===== config.mk =====
export PLATFORM = sky130hd
export DESIGN_NAME = proc_zbt_wr_buf
export DESIGN_NICKNAME = d
export VERILOG_FILES = /design/src/rtl/proc_zbt_wr_buf.sv
export SDC_FILE = /design/constraint.sdc
export NUM_CORES = 1
export LEC_CHECK = 0
export BUFFER_PORTS_ARGS = -buffer_cell sky130_fd_sc_hd__buf_2
export CAP_MARGIN = 20
export CORE_AREA = 4 4 273 275
export DETAILED_ROUTE_END_ITERATION = 8
export DIE_AREA = 0 0 277 279
export PLACE_DENSITY_LB_ADDON = 0.08
export SLEW_MARGIN = 20
export SYNTH_ARGS = -nofsm -noshare
export SYNTH_HDL_FRONTEND = slang
export SYNTH_SLANG_ARGS = --single-unit

===== constraint.sdc =====
create_clock -name clk -period 14.7 [get_ports clk]
set_clock_uncertainty 0.2 [all_clocks]
set_input_delay 2.205 -clock clk [delete_from_list [all_inputs] [get_ports clk]]
set_output_delay 2.205 -clock clk [all_outputs]
set_load 0.005 [all_outputs]

===== src/rtl/proc_zbt_wr_buf.sv =====
// Write buffer between the edge-processing stage and ZBT bank 1: a 16-entry FIFO
// drained only in arbiter-granted slots, merging repeated pushes to the same address.
module proc_zbt_wr_buf #(
    parameter int DEPTH_LOG2 = 4,
    parameter int DAT_W      = 36,
    parameter int ADDR_W     = 19
) (
    input  logic                  clk,
    input  logic                  reset,
    input  logic                  in_valid,
    input  logic [DAT_W-1:0]      two_proc_pixs,
    input  logic [ADDR_W-1:0]     proc_pix_addr,
    input  logic                  wr_slot,
    output logic                  zbt_we,
    output logic [ADDR_W-1:0]     zbt_addr,
    output logic [DAT_W-1:0]      zbt_data,
    output logic [DEPTH_LOG2:0]   level,
    output logic                  overflow
);

    localparam int DEPTH = 1 << DEPTH_LOG2;
    localparam logic [DEPTH_LOG2:0] LEVEL_FULL = (DEPTH_LOG2 + 1)'(DEPTH);
    localparam logic [DEPTH_LOG2:0] LEVEL_ONE  = (DEPTH_LOG2 + 1)'(1);
    localparam logic [DEPTH_LOG2-1:0] PTR_ONE  = DEPTH_LOG2'(1);

    logic [DAT_W-1:0]      mem_dat  [DEPTH];
    logic [ADDR_W-1:0]     mem_addr [DEPTH];

    logic [DEPTH_LOG2-1:0] wr_ptr;
    logic [DEPTH_LOG2-1:0] rd_ptr;
    logic [DEPTH_LOG2-1:0] tail_ptr;
    logic [ADDR_W-1:0]     last_addr;

    logic                  empty;
    logic                  full;
    logic                  pop;
    logic                  merge;
    logic                  append;
    logic                  drop;
    logic [DEPTH_LOG2:0]   level_nxt;

    assign empty    = (level == '0);
    assign full     = (level == LEVEL_FULL);
    assign tail_ptr = wr_ptr - PTR_ONE;
    assign pop      = wr_slot && !empty;

    // A lone entry that leaves this edge cannot absorb a merge; the push must append instead.
    assign merge  = in_valid && !empty && (proc_pix_addr == last_addr)
                    && !((level == LEVEL_ONE) && pop);
    assign append = in_valid && !merge && (!full || pop);
    assign drop   = in_valid && !merge && full && !pop;

    always_comb begin
        level_nxt = level;
        if (append && !pop) begin
            level_nxt = level + LEVEL_ONE;
        end else if (pop && !append) begin
            level_nxt = level - LEVEL_ONE;
        end
    end

    // Storage carries no reset; validity is tracked entirely by level and the pointers.
    always_ff @(posedge clk) begin
        if (!reset) begin
            if (append) begin
                mem_dat[wr_ptr]  <= two_proc_pixs;
                mem_addr[wr_ptr] <= proc_pix_addr;
            end else if (merge) begin
                mem_dat[tail_ptr] <= two_proc_pixs;
            end
        end
    end

    always_ff @(posedge clk) begin
        if (reset) begin
            wr_ptr    <= '0;
            rd_ptr    <= '0;
            last_addr <= '0;
            level     <= '0;
            overflow  <= 1'b0;
        end else begin
            level <= level_nxt;
            if (append) begin
                wr_ptr    <= wr_ptr + PTR_ONE;
                last_addr <= proc_pix_addr;
            end
            if (pop) begin
                rd_ptr <= rd_ptr + PTR_ONE;
            end
            if (drop) begin
                overflow <= 1'b1;
            end
        end
    end

    always_ff @(posedge clk) begin
        if (reset) begin
            zbt_we   <= 1'b0;
            zbt_addr <= '0;
            zbt_data <= '0;
        end else begin
            zbt_we <= pop;
            if (pop) begin
                zbt_addr <= mem_addr[rd_ptr];
                zbt_data <= mem_dat[rd_ptr];
            end
        end
    end

endmodule

# Yosys cells after proc, flatten, opt, wreduce, memory -nomap -nowiden

Memories as Yosys holds them, arrays and structs flattened. A register that Yosys moved wholly into a read port is not among the register bits.
Index checks and enable logic that the tools add are counted.

Muxes and demuxes: 12
Equality and inequality tests: 3
Add/sub/neg operators: 5
Reduce and logical (&&, ||, !) cells: 21

Operators with widths:

| cell                                              | count |
|---|---|
| two-way mux 36 bit                                | 1 |
| OR reduction 36 bit                               | 1 |
| == test 19 bit                                    | 1 |
| logical AND 1 bit                                 | 11 |
| two-way mux 5 bit                                 | 2 |
| adder 4 x 1 -> 4 bit (second input constant)      | 2 |
| two-way mux 1 bit                                 | 8 |
| logical NOT 1 bit                                 | 6 |
| adder 5 x 1 -> 5 bit (second input constant)      | 1 |
| == test 5 x 1 -> 1 bit (second input constant)    | 1 |
| == test 5 bit (second input constant)             | 1 |
| logical NOT 5 bit                                 | 1 |
| subtractor 5 x 1 -> 5 bit (second input constant) | 1 |
| two-way mux 4 bit                                 | 1 |
| subtractor 4 x 1 -> 4 bit (second input constant) | 1 |
| nonzero test 2 bit                                | 1 |
| logical OR 1 bit                                  | 1 |

Memory bits (writable): 880
Memories kept: 2
Register bits after elaboration: 34
Input port bits: 59
Logic and storage cells: 49
Output and inout port bits: 62

Memory list:

| memory   | depth | width | rd ports | clocked after memory_dff | write ports | line | RTL |
|---|---|---|---|---|---|---|---|
| mem_dat  | 16    | 36    | 1        | 1                        | 1           | 26   | `logic [DAT_W-1:0] mem_dat [DEPTH];` |
| mem_addr | 16    | 19    | 1        | 1                        | 1           | 27   | `logic [ADDR_W-1:0] mem_addr [DEPTH];` |

# Logic depth before layout (Yosys ltp)

Word-level depth: 14
Mapped depth: 12

# Least setup slack after synthesis

Ideal clock, no wire load.

Kind: input port to flip-flop
From: input port proc_pix_addr[0]
To: memory mem_dat[0][0] (enable)
Data required time: 13981 ps
Buffers on the path: 0
Stages on the path: 6
Path slack: 7118 ps
Data arrival time: 6863 ps
Cell sequence: xnor2_1 > nand4_1 > nor4_4 > nand4b_1 > xnor2_1 > nor4_1

Word-level cells in the longest chain between the ends: 11
Elaborated cells on any way between the ends: 16
Classes of those cells: 1 x eq/ne; 9 x mux; 6 x reduce/logical

RTL lines:

| what                                                                           | line | RTL |
|---|---|---|
| from (decl)                                                                    | 12   | `input logic [ADDR_W-1:0] proc_pix_addr,` |
| == test 19 bit (*)                                                             | 48   | `assign merge = in_valid && !empty && (proc_pix_addr == last_addr)` |
| logical AND 1 bit (*)                                                          | 48   |  |
| logical AND 1 bit (*)                                                          | 49   | `&& !((level == LEVEL_ONE) && pop);` |
| logical NOT 1 bit                                                              | 50   | `assign append = in_valid && !merge && (!full \|\| pop);` |
| logical AND 1 bit (2 in series)                                                | 50   |  |
| two-way mux 1 bit                                                              | 65   | `if (append) begin` |
| two-way mux 1 bit                                                              | 64   | `if (!reset) begin` |
| two-way mux 1 bit (not written as such)                                        | 69   | `mem_dat[tail_ptr] <= two_proc_pixs;` |
| OR reduction 36 bit (no source line)                                           | --   |  |
| two-way mux 4 bit (no source line) / two-way mux 1 bit (equally long branches) | --   |  |
| to (decl)                                                                      | 26   |  |

Every way passes the cells marked *; elsewhere a longest branch is shown, timed or not.

# Worst setup path after layout

From: input port proc_pix_addr[17]
To: memory mem_dat[9][10] (enable)

The elaborated chain is that of the path after synthesis.

==> results_tabular.tex <==
\begin{tabular}{lr}
\hline
Metric & Value \\
\hline
\multicolumn{2}{l}{\textbf{Status}} \\
Outcome & complete, no violations \\
\multicolumn{2}{l}{\textbf{Die}} \\
Vert. Die Dim & 279 um \\
Horizontal extent of the die & 277 um \\
Top-Level Pins & 121 \\
Starting density of the core & 0.5045 \\
Placeable core area & 0.07234 mm\^{}2 \\
Overall die area & 0.07728 mm\^{}2 \\
Cell Rows & 99 \\
\multicolumn{2}{l}{\textbf{Finish}} \\
Combined area of the multi-input logic cells & 0.008008 mm\^{}2 \\
Core Util, Final & 0.5753 \\
Share of layout cells above drive strength 1 & 0.2792 \\
Sequential cell area in the final layout & 0.02821 mm\^{}2 \\
Number of antenna repair diodes & 0 \\
Post-route cell area & 0.04162 mm\^{}2 \\
Filler Cells Inserted & 5407 \\
Area growth from synthesis to layout & 14.04\% \\
Leading cell type in the layout, fill and taps excluded & sky130\_fd\_sc\_hd\_\_edfxtp\_1 \\
Final \#Nets & 1994 \\
Cell Count, Final, Fillers Out & 2968 \\
Commonest non-fill, non-tap cells in the layout & sky130\_fd\_sc\_hd\_\_edfxtp\_1 (880), sky130\_fd\_sc\_hd\_\_mux4\_2 (220), sky130\_fd\_sc\_hd\_\_buf\_2 (119) \\
\multicolumn{2}{l}{\textbf{CTS}} \\
Count of instances resized after the clock tree is built & 0 \\
Hold-fix buffer count after cts & 0 \\
Clock-pin slew reported for the worst setup and hold paths after clock tree synthesis & 60 ps \\
Clock latency reported for the late side of the worst-skew pair & 640 ps \\
Clk Tree Root Cell & sky130\_fd\_sc\_hd\_\_clkbuf\_16 \\
Count of buffers added by post-CTS timing repair for setup & 0 \\
TritonCTS Buffers & 98 \\
Number of buffers on the longest clock path & 3 \\
Clock tree from TritonCTS & done \\
Number of levels in the clock H-tree & 3 \\
Clk sink count & 969 \\
\multicolumn{2}{l}{\textbf{Power and ir drop}} \\
Leakage power & 13.27 nW \\
Highest ir drop seen on vdd & 0.0001025 V \\
Pwr/cell area & 157.9 mW/mm\^{}2 \\
Post-route total power & 6.572 mW \\
\multicolumn{2}{l}{\textbf{Critical path}} \\
Sort of element at the start of the critical path & primary input \\
Worst R2R Setup Slack & 10820 ps \\
Setup crit end kind & register \\
Capture instance of the worst register-to-register path & zbt\_data[27] \\
Crit Path Class & primary input to register \\
Worst path required time & 14790 ps \\
Worst-case reg-to-reg path depth & 7 \\
Maximum fanout along the worst path & 22 \\
Data arrival time at the worst-slack endpoint & 5170 ps \\
Source of the worst register-to-register timing path & rd\_ptr[0] \\
\multicolumn{2}{l}{\textbf{Placed design}} \\
Last weighted congestion value of the routability-driven placer & 0.7153 \\
Number of placed cells counting well taps & 2783 \\
Worst Setup Slack post-DPL & 8909 ps \\
Instance area at placement & 0.03842 mm\^{}2 \\
Number of port buffers & 120 \\
Hpwl dp & 42460 um \\
\multicolumn{2}{l}{\textbf{STA}} \\
Post-route worst setup slack & 9620 ps \\
Unrepaired setup endpoints after global routing & no \\
Worst relative slew slack & 0.2927 \\
WHS & 279.8 ps \\
Max Clock Freq & 196.8 MHz \\
Final Slew Violations & 0 \\
Final setup fails & 0 \\
Endpoints failing hold & 0 \\
Setup total negative slack & 0 ps \\
Final worst path period need & 5080 ps \\
Final worst-path cycle share & 0.3456 \\
Worst-Margin Slew & 1031 ps \\
\multicolumn{2}{l}{\textbf{Worst hold path}} \\
Tightest Hold Check Type & register to register \\
Hold Path End & zbt\_data[33] \\
Worst hold path cell count & 2 \\
Min-delay src & zbt\_data[33] \\
\multicolumn{2}{l}{\textbf{GRT}} \\
Total routing usage reported by global routing & 0.2029 \\
Total global routing overflow & 0 \\
Wire length of the first global-routing pass & 118200 um \\
Initial antenna violation count & 1 \\
Vias in the first global route & 18610 \\
Largest net degree at the start of global routing & 161 \\
\multicolumn{2}{l}{\textbf{Synth}} \\
Unique cell type count in the Yosys netlist & 37 \\
Flop and latch count out of synthesis & 969 \\
Average instance area after synthesis & 20.77 um\^{}2 \\
Number of flops mapped to enable cells by yosys & 880 \\
Most used DFF post-synth & sky130\_fd\_sc\_hd\_\_edfxtp\_1 \\
Net count after synthesis & 1827 \\
Count of warnings emitted by yosys & 0 \\
Share of synthesized registers carrying an async set or reset & 0 \\
Proportion of synthesized chip area in sequential cells & 0.7730 \\
Cell area after synthesis & 0.03649 mm\^{}2 \\
Gate count after technology mapping & 1757 \\
\multicolumn{2}{l}{\textbf{Route}} \\
Drt via density & 5.900 \\
Drt first pass iters & 5 \\
Via Count & 17510 \\
Wire length per cell & 26.27 um \\
DRC violations left & 0 \\
Number of DRC markers after the initial detailed-route iteration & 1533 \\
WL final & 77970 um \\
Antenna-violating nets left & 0 \\
\multicolumn{2}{l}{\textbf{Flow run}} \\
Reported max-cap violation count & 0 \\
\hline
\end{tabular}
==> report_power, final <==
group          leakage (nW)  switching [mW]  internal [mW]  total, mW
logic                  3.06           0.538          0.458      0.995
registers              8.66          0.0639           3.10       3.16
clock network          1.55           0.996           1.42       2.42
==> per-layer routing <==
metal	GRT usage	routed length (um)
met1	0.2703	32530
met2	0.3489	39930
met3	0.03788	3882
met4	0.05552	1623
met5	0	0
==> critical path, cell delays in order <==
cell and delay, ps:
sky130_fd_sc_hd__buf_2 200, sky130_fd_sc_hd__xnor2_1 310, sky130_fd_sc_hd__nand4_1 220, sky130_fd_sc_hd__nor4_4 510, sky130_fd_sc_hd__nand4b_1 230, sky130_fd_sc_hd__xnor2_1 400, sky130_fd_sc_hd__nor4_2 630, sky130_fd_sc_hd__buf_4 440
==> registers in the layout, indices dropped and copies added, names as in the netlist <==
register and cells:
rd_ptr 4, overflow 1, zbt_data 36, wr_ptr 4, zbt_addr 19, last_addr 19
level 5, zbt_we 1, mem_dat 576, mem_addr 304
==> cell type report <==
cell class | instances | area share
clock buffers | 149 | 0.06819
multi-input cells | 682 | 0.1924
inverters | 6 | 0.0006013
clock inverters | 36 | 0.008328
flip-flops and latches | 969 | 0.6780
well taps | 959 | 0.02883
repair buffers | 167 | 0.02366
==> worst max path at each step <==
stage	endpoint	slack, ps	cells past startpoint	from
2_1_floorplan	mem_dat[0][0]	7120	6	proc_pix_addr[0]
3_3_place_gp	mem_dat[9][4]	9010	8	proc_pix_addr[17]
3_5_place_dp	mem_dat[9][4]	8910	8	proc_pix_addr[17]
4_1_cts	mem_dat[9][3]	9590	8	proc_pix_addr[17]
5_1_grt	mem_dat[9][3]	9430	8	proc_pix_addr[17]
6_report	mem_dat[9][10]	9620	8	proc_pix_addr[17]
==> Yosys cell counts, types with 3 or more instances <==
cell type / count / area, um^2
sky130_fd_sc_hd__xnor2_1: 28 / 245.2
sky130_fd_sc_hd__inv_1: 5 / 18.77
sky130_fd_sc_hd__xor2_1: 5 / 43.79
sky130_fd_sc_hd__buf_2: 28 / 140.1
sky130_fd_sc_hd__a21oi_1: 116 / 580.6
sky130_fd_sc_hd__nor2b_1: 3 / 18.77
sky130_fd_sc_hd__and3_1: 12 / 75.07
sky130_fd_sc_hd__nand4_1: 9 / 56.30
sky130_fd_sc_hd__dfxtp_1: 89 / 1782
sky130_fd_sc_hd__nor3_1: 7 / 35.03
sky130_fd_sc_hd__edfxtp_1: 880 / 26430
sky130_fd_sc_hd__mux2i_1: 24 / 240.2
sky130_fd_sc_hd__ha_1: 11 / 137.6
sky130_fd_sc_hd__nor4_1: 16 / 100.1
sky130_fd_sc_hd__a22oi_1: 110 / 825.8
sky130_fd_sc_hd__nand2_1: 6 / 22.52
sky130_fd_sc_hd__buf_1: 9 / 33.78
sky130_fd_sc_hd__nor2_1: 97 / 364.1
sky130_fd_sc_hd__mux4_2: 220 / 4955
sky130_fd_sc_hd__clkbuf_1: 61 / 229.0
==> logic make-up (layout without fill, tap and decap cells) <==
group,Yosys count,after routing,share of synthesized area
AO/OA/AOI/OAI,231,231,0.03943
adder cells (fa/ha/maj),11,11,0.003771
multiplexers,245,245,0.1427
AND/OR/NAND/NOR,162,162,0.02119
XOR/XNOR,33,33,0.007920
flip-flops,969,969,0.7730
buffers and inverters,106,358,0.01207
Power figures use the tool's default switching activity.
